[config.mk]
export PLATFORM = sky130hd
export DESIGN_NAME = i2c_target_regs
export DESIGN_NICKNAME = d
export VERILOG_FILES = /design/src/rtl/i2c_target_regs.sv
export SDC_FILE = /design/constraint.sdc
export NUM_CORES = 1
export LEC_CHECK = 0
export ABC_AREA = 1
export CORE_MARGIN = 2
export CORE_UTILIZATION = 48
export DETAILED_ROUTE_END_ITERATION = 8
export PLACE_DENSITY = 0.7
export SLEW_MARGIN = 30
export SYNTH_ARGS = -nofsm -noshare
export SYNTH_HDL_FRONTEND = slang
export SYNTH_SLANG_ARGS = --single-unit
export TNS_END_PERCENT = 30
[constraint.sdc]
create_clock -name clk -period 3.9 [get_ports clk]
set_input_delay 0.975 -clock clk [delete_from_list [all_inputs] [get_ports clk]]
set_output_delay 0.975 -clock clk [all_outputs]
set_load 0.02 [all_outputs]
[src/rtl/i2c_target_regs.sv]
// i2c_target_regs: open-drain I2C target exposing NUM_REGS 8-bit registers (pointer write, data write/read).
// Define I2C_TGT_GENERAL_CALL_EN to ACK general call (8'h00) and write its data byte to reg 0.
module i2c_target_regs #(
    parameter logic [6:0] TARGET_ADDR = 7'b0111110,
    parameter int         NUM_REGS    = 4,
    parameter int         SYNC_STAGES = 2
) (
    input  logic                  clk,
    input  logic                  reset,
    input  logic                  scl_in,
    input  logic                  sda_in,
    output logic                  sda_drive_low,
    output logic [8*NUM_REGS-1:0] reg_q,
    output logic                  wr_strobe,
    output logic [3:0]            wr_index,
    output logic                  busy
);
`ifdef I2C_TGT_GENERAL_CALL_EN
    localparam bit GC_EN = 1'b1;
`else
    localparam bit GC_EN = 1'b0;
`endif

    typedef enum logic [3:0] {
        IDLE, ADDR, ADDR_ACK, PTR, PTR_ACK, WDATA, WDATA_ACK, RDATA, RDATA_ACK, IGNORE
    } state_t;

    state_t                  r_state, w_state_nxt;
    logic [SYNC_STAGES-1:0]  r_scl_sync, r_sda_sync;
    logic                    r_scl_d, r_sda_d;
    logic [2:0]              r_bit, w_bit_nxt;
    logic [6:0]              r_shift, w_shift_nxt;
    logic [6:0]              r_tx, w_tx_nxt;
    logic [3:0]              r_ptr, w_ptr_nxt;
    logic                    r_drv, w_drv_nxt;
    logic                    r_busy, w_busy_nxt;
    logic                    r_rw, w_rw_nxt;
    logic                    r_gc, w_gc_nxt;
    logic                    r_wr_strobe;
    logic [3:0]              r_wr_index;
    logic [8*NUM_REGS-1:0]   r_regs;
    logic                    w_we, w_load;
    logic [3:0]              w_widx;

    wire        w_scl     = r_scl_sync[SYNC_STAGES-1];
    wire        w_sda     = r_sda_sync[SYNC_STAGES-1];
    wire        w_rise    = w_scl & ~r_scl_d;
    wire        w_fall    = ~w_scl & r_scl_d;
    wire        w_start   = w_scl & r_scl_d & r_sda_d & ~w_sda;
    wire        w_stop    = w_scl & r_scl_d & ~r_sda_d & w_sda;
    wire        w_last    = (r_bit == 3'd7);
    wire [7:0]  w_byte    = {r_shift, w_sda};
    wire        w_gc_hit  = GC_EN && (w_byte == 8'h00);
    wire [7:0]  w_rdata   = r_regs[8*r_ptr +: 8];
    wire [3:0]  w_ptr_inc = (r_ptr == 4'(NUM_REGS-1)) ? 4'd0 : r_ptr + 4'd1;

    assign sda_drive_low = r_drv;
    assign reg_q         = r_regs;
    assign wr_strobe     = r_wr_strobe;
    assign wr_index      = r_wr_index;
    assign busy          = r_busy;

    // Synchronizers reset to the idle-bus level so reset release never fakes an edge
    always_ff @(posedge clk or posedge reset) begin
        if (reset) begin
            r_scl_sync <= '1;
            r_sda_sync <= '1;
            r_scl_d    <= 1'b1;
            r_sda_d    <= 1'b1;
        end else begin
            r_scl_sync <= {r_scl_sync[SYNC_STAGES-2:0], scl_in};
            r_sda_sync <= {r_sda_sync[SYNC_STAGES-2:0], sda_in};
            r_scl_d    <= w_scl;
            r_sda_d    <= w_sda;
        end
    end

    always_ff @(posedge clk or posedge reset) begin
        if (reset) begin
            r_state     <= IDLE;
            r_bit       <= '0;
            r_shift     <= '0;
            r_tx        <= '0;
            r_ptr       <= '0;
            r_drv       <= 1'b0;
            r_busy      <= 1'b0;
            r_rw        <= 1'b0;
            r_gc        <= 1'b0;
            r_wr_strobe <= 1'b0;
            r_wr_index  <= '0;
            r_regs      <= '0;
        end else begin
            r_state     <= w_state_nxt;
            r_bit       <= w_bit_nxt;
            r_shift     <= w_shift_nxt;
            r_tx        <= w_tx_nxt;
            r_ptr       <= w_ptr_nxt;
            r_drv       <= w_drv_nxt;
            r_busy      <= w_busy_nxt;
            r_rw        <= w_rw_nxt;
            r_gc        <= w_gc_nxt;
            r_wr_strobe <= w_we;
            r_wr_index  <= w_we ? w_widx : r_wr_index;
            if (w_we)
                r_regs[8*w_widx +: 8] <= w_byte;
        end
    end

    always_comb begin
        w_state_nxt = r_state;
        w_bit_nxt   = r_bit;
        w_shift_nxt = r_shift;
        w_tx_nxt    = r_tx;
        w_ptr_nxt   = r_ptr;
        w_drv_nxt   = r_drv;
        w_busy_nxt  = r_busy;
        w_rw_nxt    = r_rw;
        w_gc_nxt    = r_gc;
        w_we        = 1'b0;
        w_load      = 1'b0;
        w_widx      = r_gc ? 4'd0 : r_ptr;
        if (w_stop) begin
            w_state_nxt = IDLE;
            w_drv_nxt   = 1'b0;
            w_busy_nxt  = 1'b0;
        end else if (w_start) begin
            w_state_nxt = ADDR;
            w_bit_nxt   = '0;
            w_drv_nxt   = 1'b0;
            w_gc_nxt    = 1'b0;
        end else begin
            if (w_rise && (r_state inside {ADDR, PTR, WDATA})) begin
                w_shift_nxt = w_byte[6:0];
                w_bit_nxt   = r_bit + 3'd1;
            end
            case (r_state)
                ADDR: if (w_rise && w_last) begin
                    w_rw_nxt    = w_byte[0];
                    w_gc_nxt    = w_gc_hit;
                    w_state_nxt = (w_byte[7:1] == TARGET_ADDR || w_gc_hit) ? ADDR_ACK : IGNORE;
                    w_busy_nxt  = (w_byte[7:1] == TARGET_ADDR || w_gc_hit);
                end
                PTR: if (w_rise && w_last) begin
                    if (w_byte < 8'(NUM_REGS)) begin
                        w_ptr_nxt   = w_byte[3:0];
                        w_state_nxt = PTR_ACK;
                    end else begin
                        w_state_nxt = IGNORE;
                        w_busy_nxt  = 1'b0;
                    end
                end
                WDATA: if (w_rise && w_last) begin
                    w_we        = 1'b1;
                    w_ptr_nxt   = r_gc ? r_ptr : w_ptr_inc;
                    w_state_nxt = WDATA_ACK;
                end
                // First fall pulls SDA low for the ACK, second fall releases it
                ADDR_ACK, PTR_ACK, WDATA_ACK: if (w_fall) begin
                    w_drv_nxt = ~r_drv;
                    w_bit_nxt = '0;
                    if (r_drv && r_state == ADDR_ACK && r_rw) begin
                        w_load = 1'b1;
                    end else if (r_drv && r_state == WDATA_ACK && r_gc) begin
                        w_state_nxt = IGNORE;
                        w_busy_nxt  = 1'b0;
                    end else if (r_drv) begin
                        w_state_nxt = (r_state == ADDR_ACK && !r_gc) ? PTR : WDATA;
                    end
                end
                RDATA: if (w_fall) begin
                    w_drv_nxt   = w_last ? 1'b0 : ~r_tx[6];
                    w_tx_nxt    = {r_tx[5:0], 1'b0};
                    w_bit_nxt   = r_bit + 3'd1;
                    w_state_nxt = w_last ? RDATA_ACK : RDATA;
                end
                RDATA_ACK: begin
                    if (w_rise && w_sda) begin
                        w_state_nxt = IGNORE;
                        w_busy_nxt  = 1'b0;
                    end else if (w_fall) begin
                        w_load = 1'b1;
                    end
                end
                default: ;
            endcase
            if (w_load) begin
                w_state_nxt = RDATA;
                w_tx_nxt    = w_rdata[6:0];
                w_drv_nxt   = ~w_rdata[7];
                w_ptr_nxt   = w_ptr_inc;
                w_bit_nxt   = '0;
            end
        end
    end
endmodule

Word level (Yosys, flattened, before mapping)
Cells that the tools add are included.
- add/sub/neg operators: 3
- multiply operators: 0
- divide/modulo/power cells: 0
- order comparisons: 1
- eq/ne operators: 31
- shift operators: 3
- muxes and demuxes: 66
- bitwise gates (word level): 16
- reduce and logical (&&, ||, !) cells: 27
- operator list (operator ; count):
    2-to-1 mux 4 bit ; 22
    negator 7 -> 34 bit ; 1
    variable shift 8 x 34 -> 32 bit (first input constant) ; 1
    indexed part select 8 x 34 -> 32 bit ; 1
    bitwise mux 32 bit ; 1
    indexed part select 32 x 8 -> 8 bit ; 1
    2-to-1 mux 1 bit ; 28
    case mux 4 bit (6 select lines) ; 1
    2-to-1 mux 7 bit ; 3
    inequality test 5 bit (second input constant) ; 4
    2-to-1 mux 3 bit ; 6
    AND reduction 9 bit ; 2
    equality test 4 x 3 -> 1 bit (second input constant) ; 4
    inequality test 3 bit (second input constant) ; 5
    inequality test 5 x 3 -> 1 bit (second input constant) ; 3
    equality test 4 x 2 -> 1 bit (second input constant) ; 3
    nonzero test 5 bit ; 2
    inequality test 3 x 1 -> 1 bit (second input constant) ; 3
    inequality test 3 x 2 -> 1 bit (second input constant) ; 3
    NOT 1 bit ; 9
    AND reduction 3 bit ; 3
    nonzero test 9 bit ; 1
    logical AND 1 bit ; 8
    less-than comparator 8 x 3 -> 1 bit (second input constant) ; 1
    other kinds (19) ; 31
- bits in registers: 72
- bits in latches: 0
- RAM bits: 0
- ROM bits: 0
- bits of input ports: 4
- output and inout bits: 39
- word-level logic and storage cells: 163
- memories kept: 0

Longest topological paths before layout
Gate-level depths: netlist of run 1.
- depth in word-level cells: 11
- mapped depth: 13
- gate-level depth less buffers: 12

Worst setup path after synthesis of run 1
No wires, ideal clock.
- path type: register to register
- from: register r_ptr[0]
- to: register r_regs[24] (netlist: reg_q[24])
- setup time: 0.118 ns
- arrival: 2.381 ns
- required time: 3.782 ns
- path slack: 1.401 ns
- stages on the path, launching flop included: 14
- buffers on the path: 5
- period minus slack after synthesis: 2.499 ns
- path through: dfrtp_1 buf_2 inv_1 buf_2 buf_1 nand3_1 ha_1 buf_2 nand4_1 nor2_1 nand4_2 buf_4 nand2_1 o21ai_2
- cells in the longest elaborated chain, start to end: 4
- elaborated cells on any way between the ends: 5
- classes of those cells: 1 x add/sub; 2 x shift; 2 x mux
- RTL lines (item ; RTL line ; text):
    from (decl) ; 34 ; logic [3:0] r_ptr, w_ptr_nxt;
    from (signal assigned) ; 97 ; r_ptr <= w_ptr_nxt;
    2-to-1 mux 4 bit (*) ; 121 ; w_widx = r_gc ? 4'd0 : r_ptr;
    negator 7 -> 34 bit (*) ; 105 ; r_regs[8*w_widx +: 8] <= w_byte;
    indexed part select 8 x 34 -> 32 bit or variable shift 8 x 34 -> 32 bit (tied branches) ; 105 ;
    bitwise mux 32 bit (*) ; 105 ;
    to (signal, indexed assignment) ; 105 ;
    to (decl) ; 41 ; logic [8*NUM_REGS-1:0] r_regs;
Mark *: on every way between the ends. The rest lies on a longest branch, timed or not.
A chain may end at the register's enable or synchronous reset.

Worst setup path in the final report of run 1
- from: register r_ptr[1]
- to: register r_regs[16] (netlist: reg_q[16])
The elaborated chain is that of the path after synthesis.

==> results of run 1 <==
==> cell type report <==
type,instances,area (um2),area share
Timing Repair Buffer,45,442.9,0.09793
Multi-Input combinational cell,362,1777,0.3928
Clock buffer,10,127.6,0.02822
Sequential cell,71,1784,0.3945
Inverter,45,171.4,0.03790
Clock inverter,6,92.59,0.02047
Tap cell,102,127.6,0.02822
==> final timing paths <==
path	cells after the start	startpoint	endpoint
max	9	r_ptr[1]	reg_q[16]
min	0	r_sda_sync[0]	r_sda_sync[1]
max reg2reg	9	r_ptr[1]	reg_q[16]
min reg2reg	0	r_sda_sync[0]	r_sda_sync[1]
max in group asynchronous	3	reset	reg_q[21]
min in group asynchronous	2	reset	r_tx[6]
==> layer usage <==
layer / track usage / up-vias
met5: 0 / -
met4: 0.09926 / 0
met3: 0.03707 / 17
met2: 0.3949 / 130
met1: 0.3728 / 1647
li1: - / 1712
==> power by group <==
group	switching [mW]	total (mW)	internal, mW
sequential	0.159	1.02	0.858
combinational	0.707	1.01	0.302
clock	0.293	0.657	0.365
total	1.16	2.68	1.52
==> registers in the layout (all words and copies together) (netlist names), 2 cells and up <==
register and count:
r_state 4, r_sda_sync 2, r_shift 7, r_ptr 4, reg_q 32, r_tx 7
wr_index 4, r_scl_sync 2, r_bit 3
==> cell families (layout without fill, tap and decap cells) <==
group	count (synthesis)	count (layout)	share of synthesized area
buffers and inverters	59	106	0.06350
AOI/OAI and AO/OA	86	86	0.1290
xor gates and xnor gates	2	2	0.004608
adders and majority gates	5	5	0.01645
and+or+nand+nor	269	269	0.3172
DFF	71	71	0.4692
==> placed cells by master (no fill, tap or decap), types with 3 or more instances in the layout <==
master	netlist	routed
nor2_1	41	41
ha_1	5	5
clkdlybuf4s50_1	0	42
inv_1	40	39
nand3_1	41	41
o21ai_0	51	51
a21oi_1	12	12
inv_2	4	5
nor3_1	16	16
clkbuf_8	0	9
a31oi_1	5	5
dfstp_2	6	6
dfrtp_1	65	65
buf_4	3	3
o21ai_2	7	7
nand4_1	8	8
nand2_1	150	150
nor2_4	4	4
==> flow_summary.yaml, run 1 <==
power:
  fin_total_pwr_mw: 2.684
  leakagePower_nw: 2.146
  peakVddDrop_uv: 290.5
  power.density_nw_per_um2: 593.3
clock_network:
  clk_pin_slew_ns: 0.08
  clock_latency_ns: 0.35
  ctsHoldBuffers: 0
  htreeDepth: 3
  cts_root_buf: "clkbuf_8"
  clock-sinks: 71
  cts_max_path_buffers: 2
  cts_tree: "done"
  cts_made_buffers: 9
  cts_resized: 0
  cts_setup_buffers: 0
route:
  wl_met2_um: 4891
  vias: 3506
  highest_layer: "met4"
  drt_pre_antenna_iters: 5
  first_iter_violations: 234
  viasPerCell: 5.470
  wl_um: 10440
  wl_met1_um: 4857
  drc: 0
  wire_per_inst_um: 16.29
  ant_nets: 0
  wl_met3_um: 502
layout:
  nFillCells: 726
  antenna_cells: 0
  nets: 543
  drive_gt1_frac: 0.09091
  fin_area_um2: 4523
  syn2layout_area_growth_pct: 18.95
  finish.cell_count_without_fillers: 641
  postLayoutCoreUtil: 0.5884
timing:
  tns_ns: 0
  hold_slack_ns: 0.3587
  finalCritPeriodShare: 0.7560
  finalHoldViolCount: 0
  fin_crit_ns: 2.948
  rsz0062_at_grt: "no"
  fin_ws_ns: 0.9517
  max_freq_ghz: 0.3392
  max-slew-margin-rel: 0.5733
  worst_pin_slew_ns: 0.6378
  skew_ns: 0.009632
  slew_violations: 0
  setup-violations-final: 0
floorplanning:
  coreArea_um2: 7687
  die_area_um2: 8650
  start_util: 0.4946
  die_w_um: 93.01
  die_h_um: 93.01
  core.rowCount: 32
  ios: 43
yosys:
  synthesis.nets: 501
  seq_area_frac_synth: 0.4692
  synth_most_common_cell: "nand2_1"
  synth_top_area_cell: "dfrtp_1"
  synth_ff_type: "dfrtp_1"
  synth_top_area_frac: 0.4278
  synth-seq-cells: 71
  yosys-top-cells-count: "150 x nand2_1, 65 x dfrtp_1, 51 x o21ai_0, 41 x nand3_1, 41 x nor2_1"
  ys.warnings.count: 0
  async_flop_share: 1.000
  avgSynthCellArea_um2: 7.728
  synth_edf_count: 0
  synth_area_leaders: "dfrtp_1 43%, nand2_1 15%, o21ai_0 6.7%"
  ys_types: 37
  syn_area_um2: 3802
  synth_cells: 492
critical_path:
  crit_chain: "inv_1 > ha_1 > inv_1 > nor2_1 > nand3_1 > nor2_1 > inv_1 > nand2_1 > o21ai_0"
  end_kind: "flip-flop"
  cp.required_ns: 4.13
  startpoint_type: "flip-flop"
  cp.buffers_inverters: 3
  crit_family: "simple AND/OR/NAND/NOR gates"
  crit_type: "flip-flop to flip-flop"
  crit_slowest_cell: "ha_1"
  slowest_delay_ns: 0.62
  cp_common_cell: "inv_1"
  rrSetupSlack_ns: 0.95
  crit_fanout: 14
  crit_arrival_ns: 3.18
outcome:
  status: "finished clean"
global_routing:
  grt_usage: 0.2580
  antenna_found_initial: 0
  first_global_vias: 3284
  grt_overflow: 0
  grt_max_degree: 30
  grt_pass1_wl_um: 17130
place:
  dpl.cell_count: 625
  gp_congestion: 0.9395
  dpl-instance-area_um2: 4303
  hpwlAfterDp_um: 7905
  dp_slack_ns: 1.033
  portBuffers: 42
job:
  maxCapViolCount: 0
worst_hold_path:
  hp-class: "flip-flop to flip-flop"
(Power assumes the default switching activity.)
==> run 2: changes to the inputs <==
==> constraint.sdc (replaced) <==
create_clock -name clk -period 2.8 [get_ports clk]
set_input_delay 0.7 -clock clk [delete_from_list [all_inputs] [get_ports clk]]
set_output_delay 0.7 -clock clk [all_outputs]
set_load 0.02 [all_outputs]
==> flow_summary.yaml, run 2 (same netlist as run 1, synthesis figures left out) <==
outcome:
  status: "finished clean"
global_routing:
  grt_pass1_wl_um: 17110
  grt_usage: 0.2580
  grt_overflow: 0
  first_global_vias: 3347
  grt_max_degree: 72
  antenna_found_initial: 0
layout:
  postLayoutCoreUtil: 0.5929
  fin_area_um2: 4558
  syn2layout_area_growth_pct: 19.87
  drive_gt1_frac: 0.09926
  layout_commonest_cell: "nand2_1"
  largest_reg_flops: 32
  final_cell_mix: "150 x nand2_1, 65 x dfrtp_1, 51 x o21ai_0, 42 x clkdlybuf4s50_1"
  nFillCells: 737
  nets: 548
  antenna_cells: 0
timing:
  skew_ns: 0.01020
  slew_violations: 0
  fin_ws_ns: 0.2354
  hold_slack_ns: 0.3616
  max-slew-margin-rel: 0.6588
  rsz0062_at_grt: "yes"
  finalHoldViolCount: 0
  setup-violations-final: 0
  worst_pin_slew_ns: 0.5099
  max_freq_ghz: 0.3899
  fin_crit_ns: 2.565
  finalCritPeriodShare: 0.9159
critical_path:
  cp.required_ns: 3.05
  crit_chain: "inv_1 > nand3_1 > ha_1 > inv_1 > nand4_1 > nor3_4 > inv_2 > nand2_1 > nand2_1"
  crit_type: "flip-flop to flip-flop"
  crit_slowest_cell: "dfrtp_1"
  crit_fanout: 14
  end_kind: "flip-flop"
  crit_arrival_ns: 2.81
  startpoint_type: "flip-flop"
  crit_family: "simple AND/OR/NAND/NOR gates"
  cp.buffers_inverters: 3
  slowest_delay_ns: 0.50
place:
  portBuffers: 42
  dp_slack_ns: 0.1912
  dpl-instance-area_um2: 4353
  gp_congestion: 0.9698
  hpwlAfterDp_um: 7692
route:
  viasPerCell: 5.505
  wl_um: 10410
  ant_nets: 0
  wire_per_inst_um: 16.11
  drc: 0
  vias: 3556
  first_iter_violations: 283
  drt_pre_antenna_iters: 5
clock_network:
  cts_made_buffers: 9
  cts_max_path_buffers: 2
  clock-sinks: 71
  ctsHoldBuffers: 0
  htreeDepth: 3
  clk_pin_slew_ns: 0.08
  cts_tree: "done"
  cts_root_buf: "clkbuf_8"
  clock_latency_ns: 0.36
job:
  maxCapViolCount: 0
floorplanning:
  die_area_um2: 8650
  die_h_um: 93.01
  start_util: 0.4946
  coreArea_um2: 7687
  core.rowCount: 32
  die_w_um: 93.01
  ios: 43
power:
  leakagePower_nw: 2.169
  fin_total_pwr_mw: 3.757
  peakVddDrop_uv: 479.3
  power.density_nw_per_um2: 824.2
worst_hold_path:
  hp-class: "flip-flop to flip-flop"
[run 2: cell types whose count changed in the layout (fill, tap and decap cells not counted), sizes merged]
cell | before | now
clkinvlp | 2 | 1
bufinv | 2 | 1
buf | 3 | 8
inv | 47 | 46
clkinv | 0 | 3
[run 2: final timing paths]
check                      depth (start not counted)  slack (ns)           from            end
min reg2reg                                        0        0.36  r_scl_sync[0]  r_scl_sync[1]
max in group asynchronous                          3        1.70          reset        r_scl_d
max                                                9        0.24       r_ptr[1]       reg_q[4]
min                                                0        0.36  r_scl_sync[0]  r_scl_sync[1]
max reg2reg                                        9        0.24       r_ptr[1]       reg_q[4]
min in group asynchronous                          3        0.73          reset  sda_drive_low
[run 2: per-layer routing]
metal | up-vias | wire length (um) | track usage | part of all wire
met5 | - | 0 | 0 | 0
met4 | 0 | 194 | 0.08824 | 0.019
met3 | 17 | 529 | 0.04271 | 0.051
met2 | 111 | 4880 | 0.4034 | 0.47
met1 | 1704 | 4806 | 0.3662 | 0.46
li1 | 1724 | - | - | -
[run 2: layout make-up]
class | instances | area, um2 | share of cell area
Clock inverter | 6 | 68.82 | 0.01510
Sequential cell | 71 | 1784 | 0.3914
Timing Repair Buffer | 50 | 493.0 | 0.1082
Tap cell | 102 | 127.6 | 0.02800
Multi-Input combinational cell | 362 | 1785 | 0.3917
Inverter | 45 | 171.4 | 0.03761
Clock buffer | 10 | 127.6 | 0.02800
[run 2: where the power goes]
| part | leakage, nW | internal, mW | switching (mW) |
|---|---|---|---|
| Clock | 0.0968 | 0.416 | 0.415 |
| Sequential | 0.942 | 1.20 | 0.190 |
| Combinational | 1.13 | 0.482 | 1.06 |
[run 2: per-stage QoR]
step / TNS, ns / cells
5_1_grt: -0.01006 / 646
4_1_cts: 0 / 646
3_3_place_gp: 0 / 630
3_5_place_dp: 0 / 630
6_report: 0 / 646
2_1_floorplan: 0 / 492
[run 2: repair_timing]
item | 4_1_cts | 5_1_grt
setup buffers | 0 | 0
gates resized for setup | 0 | 1
endpoints found under the setup margin | 0 | 10
